`src/rtl/uart_pkg.sv`:
```
// Shared UART definitions: TX state encoding, parity modes and the parity
// helper used by both the transmitter and the future receiver.
package uart_pkg;

  typedef enum logic [2:0] {
    IDLE,
    START,
    DATA,
    PAR,
    STOP
  } uart_tx_state_t;

  localparam int PAR_NONE = 0;
  localparam int PAR_EVEN = 1;
  localparam int PAR_ODD  = 2;

  // Parity bit for one data byte; PAR_NONE yields 0, which is never sent.
  function automatic logic calc_parity(input logic [7:0] data, input int mode);
    if (mode == PAR_EVEN) begin
      return ^data;
    end else if (mode == PAR_ODD) begin
      return ~^data;
    end else begin
      return 1'b0;
    end
  endfunction

endpackage

```
`src/rtl/uart_baud_gen.sv`:
```
// Loadable bit-period down-counter. A load restarts the period at i_div-1;
// o_bit_done is high on the last clk cycle of the current bit period.
// i_div must be non-zero (the caller maps a zero divisor to 1).
module uart_baud_gen #(
  parameter int DIV_WIDTH = 16
) (
  input  logic                 clk,
  input  logic                 rst,
  input  logic                 i_load,
  input  logic [DIV_WIDTH-1:0] i_div,
  output logic                 o_bit_done
);

  logic [DIV_WIDTH-1:0] r_cnt;

  // Count down to zero, restarting the period whenever a load is requested.
  always_ff @(posedge clk) begin
    // NOTE: sequential state uses non-blocking assignments so every register
    // samples its inputs from the same pre-edge values.
    if (rst) begin
      r_cnt <= '0;
    end else if (i_load) begin
      r_cnt <= i_div - DIV_WIDTH'(1);
    end else if (r_cnt != '0) begin
      r_cnt <= r_cnt - DIV_WIDTH'(1);
    end
  end

  assign o_bit_done = (r_cnt == '0);

endmodule

```
`src/rtl/axis_uart_tx.sv`:
```
// AXI-stream byte consumer and UART serializer: start bit, 8 data bits LSB
// first, optional parity, STOP_BITS stop bits. The divisor is captured with
// each accepted byte so mid-frame divisor changes do not disturb the line.
module axis_uart_tx #(
  parameter int DIV_WIDTH = 16,
  parameter int PARITY    = 0,
  parameter int STOP_BITS = 1
) (
  input  logic                 clk,
  input  logic                 rst,
  input  logic [DIV_WIDTH-1:0] baud_div,
  input  logic                 s_axis_tvalid,
  output logic                 s_axis_tready,
  input  logic [7:0]           s_axis_tdata,
  input  logic                 s_axis_tkeep,
  input  logic                 s_axis_tlast,
  output logic                 txd,
  output logic                 busy
);

  import uart_pkg::*;

  uart_tx_state_t       r_state;
  uart_tx_state_t       w_next;
  logic [7:0]           r_shift;
  logic                 r_par;
  logic [2:0]           r_bit_idx;
  logic [DIV_WIDTH-1:0] r_div;

  logic                 w_bit_done;
  logic                 w_accept;
  logic                 w_accept_keep;
  logic                 w_last_stop;
  logic                 w_load;
  logic [DIV_WIDTH-1:0] w_new_div;
  logic [DIV_WIDTH-1:0] w_load_div;
  logic                 w_tlast_unused;

  // tlast carries no framing meaning for a byte-oriented UART.
  assign w_tlast_unused = s_axis_tlast;

  assign w_new_div     = (baud_div == '0) ? DIV_WIDTH'(1) : baud_div;
  assign w_accept      = s_axis_tvalid && s_axis_tready;
  assign w_accept_keep = w_accept && s_axis_tkeep;
  assign w_last_stop   = (r_state == STOP) && w_bit_done &&
                         (r_bit_idx == 3'(STOP_BITS - 1));

  // Every bit boundary restarts the period; a new frame uses the fresh divisor.
  assign w_load     = w_accept_keep || ((r_state != IDLE) && w_bit_done);
  assign w_load_div = w_accept_keep ? w_new_div : r_div;

  uart_baud_gen #(
    .DIV_WIDTH (DIV_WIDTH)
  ) u_baud_gen (
    .clk        (clk),
    .rst        (rst),
    .i_load     (w_load),
    .i_div      (w_load_div),
    .o_bit_done (w_bit_done)
  );

  // State register.
  always_ff @(posedge clk) begin
    if (rst) begin
      r_state <= IDLE;
    end else begin
      r_state <= w_next;
    end
  end

  // Next-state logic: advance on bit boundaries, chain frames from the last stop cycle.
  always_comb begin
    // NOTE: default assignment first so no path leaves w_next unassigned (no latch).
    w_next = r_state;
    case (r_state)
      IDLE: begin
        if (w_accept_keep) w_next = START;
      end
      START: begin
        if (w_bit_done) w_next = DATA;
      end
      DATA: begin
        if (w_bit_done && (r_bit_idx == 3'd7)) begin
          w_next = (PARITY != PAR_NONE) ? PAR : STOP;
        end
      end
      PAR: begin
        if (w_bit_done) w_next = STOP;
      end
      STOP: begin
        if (w_last_stop) w_next = w_accept_keep ? START : IDLE;
      end
      default: w_next = IDLE;
    endcase
  end

  // Byte, parity and divisor capture; shift and bit-index bookkeeping.
  always_ff @(posedge clk) begin
    if (rst) begin
      r_shift   <= '0;
      r_par     <= 1'b0;
      r_bit_idx <= '0;
      r_div     <= DIV_WIDTH'(1);
    end else begin
      if (w_accept_keep) begin
        r_shift <= s_axis_tdata;
        r_par   <= calc_parity(s_axis_tdata, PARITY);
        r_div   <= w_new_div;
      end else if ((r_state == DATA) && w_bit_done) begin
        r_shift <= {1'b0, r_shift[7:1]};
      end
      if (w_next != r_state) begin
        r_bit_idx <= '0;
      end else if (w_bit_done && ((r_state == DATA) || (r_state == STOP))) begin
        r_bit_idx <= r_bit_idx + 3'd1;
      end
    end
  end

  // Outputs decoded from registered state; tready is forced low during reset.
  always_comb begin
    s_axis_tready = 1'b0;
    txd           = 1'b1;
    busy          = 1'b1;
    case (r_state)
      IDLE: begin
        busy          = 1'b0;
        s_axis_tready = !rst;
      end
      START: txd = 1'b0;
      DATA:  txd = r_shift[0];
      PAR:   txd = r_par;
      STOP:  s_axis_tready = w_last_stop && !rst;
      default: begin
        busy = 1'b0;
      end
    endcase
  end

endmodule

```
`config.mk`:
```
export PLATFORM = sky130hd
export DESIGN_NAME = axis_uart_tx
export DESIGN_NICKNAME = d
export VERILOG_FILES = /design/src/rtl/uart_pkg.sv /design/src/rtl/uart_baud_gen.sv /design/src/rtl/axis_uart_tx.sv
export SDC_FILE = /design/constraint.sdc
export NUM_CORES = 1
export LEC_CHECK = 0
export CAP_MARGIN = 20
export CORE_UTILIZATION = 60
export DETAILED_ROUTE_END_ITERATION = 6
export GPL_ROUTABILITY_DRIVEN = 0
export GPL_TIMING_DRIVEN = 1
export MAX_ROUTING_LAYER = met4
export PLACE_DENSITY = 0.91
export RECOVER_POWER = 100
export SYNTH_ARGS = -nofsm -noshare
export SYNTH_HDL_FRONTEND = slang
export SYNTH_SLANG_ARGS = --single-unit
```
`constraint.sdc`:
```
create_clock -name clk -period 5.8 [get_ports clk]
set_clock_uncertainty 0.05 [all_clocks]
set_input_delay 0.87 -clock clk [delete_from_list [all_inputs] [get_ports clk]]
set_output_delay 0.87 -clock clk [all_outputs]
set_load 0.01 [all_outputs]
```
==> flow_summary_export.csv, run 1 <==
group,metric,value,unit
run_status,status,"complete, but fails checks",
run_status,failed_checks,"max-capacitance violations, max-slew violations",
cts,clockRootBuffer,"clkbuf_8",
floorplan,core,0.00406,mm2
worst_setup_path,crit_path_cell_trace,"dlygate4sd3_1 > or3_1 > nor4_4 > a21o_1 > nand2_1 > nand2_1 > ha_1 > or3b_2 > a31oi_1 > mux2i_1 > nor4_1 > xnor2_1 > nor2_1",
job,drv_cap,1,
floorplan,pin_count,32,
logic_synthesis,syn_avg_cell_area,8.01,um2
floorplan,rows,23,
logic_synthesis,synth_ff_type,"dfxtp_1",
grt,grt_max_degree,42,
routing,vias,2450,
routing,postRouteWirelength,6050,um
layout,diodes,0,
hold_path,hold_end,"r_shift[5]$_SDFFE_PP0P_",
layout,finish.utilization,73.1,%
worst_setup_path,critPathTopFamily,"simple AND/OR/NAND/NOR gates",
worst_setup_path,critPathKind,"in -> reg",
logic_synthesis,netlist_instances,323,
layout,stdcell_count,398,
logic_synthesis,yosys-top-cells-area,"dfxtp_1 36%, a21oi_1 7.5%, nand2_1 6.4%",
timing,rsz0062_at_grt,"false",
grt,antenna_found_initial,0,
cts,cts_tree,"done",
worst_setup_path,cp_num_buf_inv,1,
worst_setup_path,path_max_fanout,14,
placement,io_buffers,30,
pwr,p_leak,1.09,nW
timing,period_needed,4.68,ns
cts,path_clk_slew,0.10,ns
pwr,powerDensity,391,mW/mm2
placement,place_inst,389,
timing,fin_setup_tns,0,ns
layout,drive_above_1_share,7.47,%
grt,grt_overflow,0,
cts,cts_sinks,46,
pwr,vdd_drop_max,0.000249,V
placement,dp_hpwl,4140,um
logic_synthesis,synthDistinctLibCells,61,
floorplan,start_util,63.8,%
worst_setup_path,rr_worst_depth,10,
routing,drt_iter0_drc,190,
cts,clk_latency,0.30,ns
routing,ant_nets,0,
routing,dr.pass1.iters,4,
logic_synthesis,syn_area,0.00259,mm2
layout,nets,380,
timing,fmax,214,MHz
routing,vias_per_cell,6.16,
cts,htreeDepth,2,
timing,slew_headroom,-29.1,%
worst_setup_path,required,5.95,ns
timing,finalHoldViolations,0,
logic_synthesis,ys_seq_elements,46,
cts,ctsHoldBuffers,0,
logic_synthesis,synth-edff-count,0,
logic_synthesis,synth_top_area_cell,"dfxtp_1",
cts,post_cts_buffers,0,
grt,grt_pass1_wl,9780,um
timing,post-route-period-util,80.6,%
worst_setup_path,crit_path_start_kind,"primary input",
worst_setup_path,rr_endpoint,"u_baud_gen.r_cnt[15]$_SDFFE_PP0P_",
hold_path,hold_path.class,"reg -> reg",
hold_path,worstHoldPathCells,2,
worst_setup_path,cpPeakStageDelay,0.56,ns
worst_setup_path,r2r_start,"r_bit_idx[0]$_SDFFE_PP0P_",
floorplan,die_width,67.7,um
worst_setup_path,cp-end-kind,"register",
cts,clock_path_buffers,2,
timing,tightest_slew,1.94,ns
pwr,total_power,1.16,mW
worst_setup_path,path_common_cell,"nand2_1",
worst_setup_path,worst_path_max_delay_cell,"dlygate4sd3_1",
floorplan,die_h,67.7,um
layout,fill_cells,298,
grt,groute.usage.overall,29.6,%
logic_synthesis,synth_top_area_share,35.6,%
floorplan,dieArea,0.00458,mm2
cts,post_cts_resized,0,
logic_synthesis,synth_nets,356,
cts,cts_buffers,5,
worst_setup_path,worstPathArrival,4.83,ns
timing,setup_viol,0,
logic_synthesis,async_flop_share,0,%
routing,routedWlPerCell,15.2,um
timing,slew_viol_final,42,
logic_synthesis,synth_warnings,0,
routing,drc,0,
worst_setup_path,rrSetupSlack,1.60,ns
grt,grt_pass1_vias,2123,
layout,syn_to_final_growth,14.6,%
hold_path,min_from,"r_shift[5]$_SDFFE_PP0P_",
logic_synthesis,yosysSeqAreaShare,35.6,%
registers in the layout (all words and copies together), names as in the netlist:
register          flops
r_shift               8
u_baud_gen.r_cnt     16
r_div                16
r_bit_idx             3
r_state               3
synth_stat cells, types with 3 or more instances:
cell and instances:
a21o_1 4, a21oi_1 39, a22oi_1 6, a31oi_1 10, buf_2 5, clkbuf_1 10, dfxtp_1 46, ha_1 4
inv_1 6, mux2i_1 9, nand2_1 44, nand3_1 4, nor2_1 36, nor3_1 12, o21a_1 3, o21ai_0 11
or3_1 9, xnor2_1 11
worst reg2reg max path, stage by stage (launching register included):
cell and delay [ns]:
dfxtp_1 0.39, inv_1 0.06, ha_1 0.18, nor2b_1 0.16
and4_1 0.25, a21oi_4 0.15, clkbuf_1 1.40, nand4_1 0.61
a211oi_1 0.61, a31o_1 0.21, a21oi_1 0.05
cell usage in the layout, fill, tap and decap left out, types with 6 or more instances in the layout:
cell | synthesis | routed
mux2i_1 | 9 | 10
a31oi_1 | 10 | 10
clkdlybuf4s50_1 | 0 | 26
a21oi_1 | 39 | 39
or3_1 | 9 | 10
nand2_1 | 44 | 44
nor2_1 | 36 | 36
o21ai_0 | 11 | 11
dfxtp_1 | 46 | 46
nor3_1 | 12 | 12
inv_1 | 6 | 6
a22oi_1 | 6 | 6
xnor2_1 | 11 | 11
routing by layer:
metal	up-vias	share of wire, %	track usage, %
li1	1214	-	-
met1	1131	43	37.7
met2	92	48	46.2
met3	13	7.2	5.57
met4	0	1.7	10.6
met5	-	0	-
area by class of cell:
cell class / count / area [um2] / share of cell area, %
clock buffers: 5 / 68.8 / 2.32
clock inverters: 3 / 26.3 / 0.885
inverters: 6 / 22.5 / 0.759
multi-input cells: 252 / 1530 / 51.6
flip-flops and latches: 46 / 921 / 31.0
well taps: 50 / 62.6 / 2.11
repair buffers: 36 / 334 / 11.3
kinds of logic (layout without fill, tap and decap cells):
group	Yosys count	count (layout)	share of synthesized area (%)
simple gates	128	128	25.1
compound gates	96	96	23.7
flops	46	46	35.6
buf+inv	25	50	4.59
xor+xnor	12	12	4.06
mux	12	12	4.98
fa+ha+maj	4	4	1.93
report_power, final:
group	internal (mW)	total [mW]	switching, mW
clock network	0.0896	0.211	0.122
logic	0.225	0.533	0.309
registers	0.369	0.415	0.0457
total	0.683	1.16	0.476
stage by stage:
step                hold slack [ns]  setup WS, ns  cell area [um2]
floorplan                     0.386          1.74             2590
global placement              0.393          1.21             2900
detailed placement            0.398          1.16             2900
CTS                           0.413          1.44             3000
global route                  0.437         0.794             2970
finish                        0.410          1.12             2970
worst max-delay path by stage:
stage / start / slack (ns) / cells past startpoint / endpoint
finish: rst / 1.12 / 13 / u_baud_gen.r_cnt[12]$_SDFFE_PP0P_
global route: rst / 0.79 / 9 / u_baud_gen.r_cnt[15]$_SDFFE_PP0P_
CTS: rst / 1.44 / 13 / u_baud_gen.r_cnt[12]$_SDFFE_PP0P_
detailed placement: rst / 1.16 / 13 / u_baud_gen.r_cnt[12]$_SDFFE_PP0P_
global placement: rst / 1.21 / 13 / u_baud_gen.r_cnt[12]$_SDFFE_PP0P_
floorplan: rst / 1.74 / 14 / u_baud_gen.r_cnt[12]$_SDFFE_PP0P_
No activity file was read; power rests on OpenSTA's default activity.
==> inputs of run 2 (changes only) <==
--- a/config.mk
+++ b/config.mk
@@ -6,12 +6,12 @@
 export NUM_CORES = 1
 export LEC_CHECK = 0
 export CAP_MARGIN = 20
-export CORE_UTILIZATION = 60
+export CORE_UTILIZATION = 55
 export DETAILED_ROUTE_END_ITERATION = 6
 export GPL_ROUTABILITY_DRIVEN = 0
 export GPL_TIMING_DRIVEN = 1
 export MAX_ROUTING_LAYER = met4
-export PLACE_DENSITY = 0.91
+export PLACE_DENSITY = 0.85
 export RECOVER_POWER = 100
 export SYNTH_ARGS = -nofsm -noshare
 export SYNTH_HDL_FRONTEND = slang
==> constraint.sdc (replaced) <==
create_clock -name clk -period 4.6 [get_ports clk]
set_clock_uncertainty 0.05 [all_clocks]
set_input_delay 0.69 -clock clk [delete_from_list [all_inputs] [get_ports clk]]
set_output_delay 0.69 -clock clk [all_outputs]
set_load 0.01 [all_outputs]
==> flow_summary_export.csv, run 2 (same netlist as run 1, synthesis figures left out) <==
group,metric,value,unit
worst_setup_path,worst_path_max_delay_cell,"nor4_1",
timing,rsz0062_at_grt,"false",
timing,tightest_slew,1.40,ns
grt,grt_max_degree,42,
layout,design_area,0.00297,mm2
worst_setup_path,rrSetupSlack,0.76,ns
cts,cts_sinks,46,
floorplan,die_width,70.6,um
cts,cts_tree,"done",
routing,dr.pass1.iters,4,
pwr,total_power,1.50,mW
routing,drc,0,
cts,clk_latency,0.31,ns
worst_setup_path,r2r_start,"r_state[2]$_SDFF_PP0_",
hold_path,worstHoldPathCells,2,
grt,grt_pass1_vias,2263,
timing,slew_viol_final,0,
routing,vias_per_cell,6.13,
cts,ctsHoldBuffers,0,
cts,path_clk_slew,0.09,ns
floorplan,pin_count,32,
layout,stdcell_count,400,
hold_path,hold_path.class,"reg -> reg",
timing,fin_setup_tns,0,ns
placement,place_inst,392,
worst_setup_path,critPathKind,"in -> reg",
floorplan,dieArea,0.00499,mm2
worst_setup_path,crit_start,"rst",
routing,vias,2453,
routing,drt_iter0_drc,271,
worst_setup_path,cp-end-kind,"register",
routing,ant_nets,0,
placement,io_buffers,30,
timing,timing.final.ws_setup,0.495,ns
layout,nets,380,
placement,dp_hpwl,4320,um
layout,drive_above_1_share,7.76,%
timing,finalHoldViolations,0,
worst_setup_path,rr_endpoint,"u_baud_gen.r_cnt[12]$_SDFFE_PP0P_",
floorplan,core,0.00444,mm2
pwr,vdd_drop_max,0.000265,V
worst_setup_path,worstPathArrival,4.26,ns
floorplan,start_util,58.2,%
grt,grt_overflow,0,
layout,largestRegisters,"r_div (16), u_baud_gen.r_cnt (16), r_shift (8)",
timing,post-route-period-util,89.2,%
cts,clockRootBuffer,"clkbuf_8",
layout,finish.utilization,66.8,%
worst_setup_path,required,4.75,ns
timing,hold_ws,0.409,ns
timing,setup_viol,0,
cts,clock_path_buffers,2,
placement,place_area,0.00291,mm2
layout,layout_common_cells,"46 x dfxtp_1, 44 x nand2_1, 39 x a21oi_1",
worst_setup_path,crit_end,"u_baud_gen.r_cnt[12]$_SDFFE_PP0P_",
layout,syn_to_final_growth,14.7,%
timing,slew_headroom,5.46,%
worst_setup_path,path_max_fanout,5,
worst_setup_path,rr_worst_depth,13,
grt,grt_pass1_wl,10200,um
cts,post_cts_resized,0,
cts,cts_buffers,5,
job,drv_cap,0,
floorplan,rows,24,
worst_setup_path,cpPeakStageDelay,0.62,ns
grt,groute.usage.overall,26.7,%
timing,period_needed,4.10,ns
grt,antenna_found_initial,0,
pwr,p_leak,1.10,nW
cts,htreeDepth,2,
placement,post-place-ws,0.491,ns
layout,final_common_cell,"dfxtp_1",
cts,post_cts_buffers,0,
layout,diodes,0,
floorplan,die_h,70.6,um
worst_setup_path,crit_path_cell_trace,"clkdlybuf4s50_1 > or3_1 > nor4_1 > a21o_1 > nand2_1 > nand2_1 > ha_1 > or3b_2 > a31oi_1 > mux2i_2 > nor4_1 > xnor2_1 > nor2_1",
routing,routedWlPerCell,15.4,um
pwr,powerDensity,504,mW/mm2
worst_setup_path,crit_path_start_kind,"primary input",
timing,fmax,244,MHz
routing,postRouteWirelength,6160,um
run_status,status,"complete, no violations",
[run 2: worst min path at each step]
stage | from | to | slack (ns)
3_3_place_gp | r_shift[2]$_SDFFE_PP0P_ | r_shift[2]$_SDFFE_PP0P_ | 0.39
3_5_place_dp | r_shift[1]$_SDFFE_PP0P_ | r_shift[1]$_SDFFE_PP0P_ | 0.40
6_report | r_shift[1]$_SDFFE_PP0P_ | r_shift[1]$_SDFFE_PP0P_ | 0.41
5_1_grt | r_shift[5]$_SDFFE_PP0P_ | r_shift[5]$_SDFFE_PP0P_ | 0.44
4_1_cts | r_shift[1]$_SDFFE_PP0P_ | r_shift[1]$_SDFFE_PP0P_ | 0.41
2_1_floorplan | r_shift[1]$_SDFFE_PP0P_ | r_shift[1]$_SDFFE_PP0P_ | 0.39
[run 2: routing by layer]
layer	up-vias	share of wire [%]	GRT usage, %
li1	1202	-	-
met1	1162	44	32.8
met2	76	49	42.8
met3	13	5.7	7.12
met4	0	1.4	8.67
met5	-	0	-
[run 2: final cells by class]
cell class	instances	area, um2
multi-input cells	252	1500
clock buffers	5	68.8
inverters	6	22.5
well taps	52	65.1
flip-flops and latches	46	921
repair buffers	36	345
fillers	390	1480
clock inverters	3	43.8
[run 2: worst max-delay path, delay by kind of cell]
kind / cells / cell delay [ns]
xor gates and xnor gates: 1 / 0.16
and+or+nand+nor: 7 / 2.16
muxes: 1 / 0.16
adders and majority gates: 1 / 0.24
AOI/OAI and AO/OA: 2 / 0.42
buffers and inverters: 1 / 0.42
[run 2: where the power goes]
group / internal, mW / switching, mW / leakage (nW)
Combinational: 0.283 / 0.381 / 0.666
Clock: 0.163 / 0.149 / 0.0585
Sequential: 0.465 / 0.0558 / 0.375
Total: 0.911 / 0.586 / 1.10
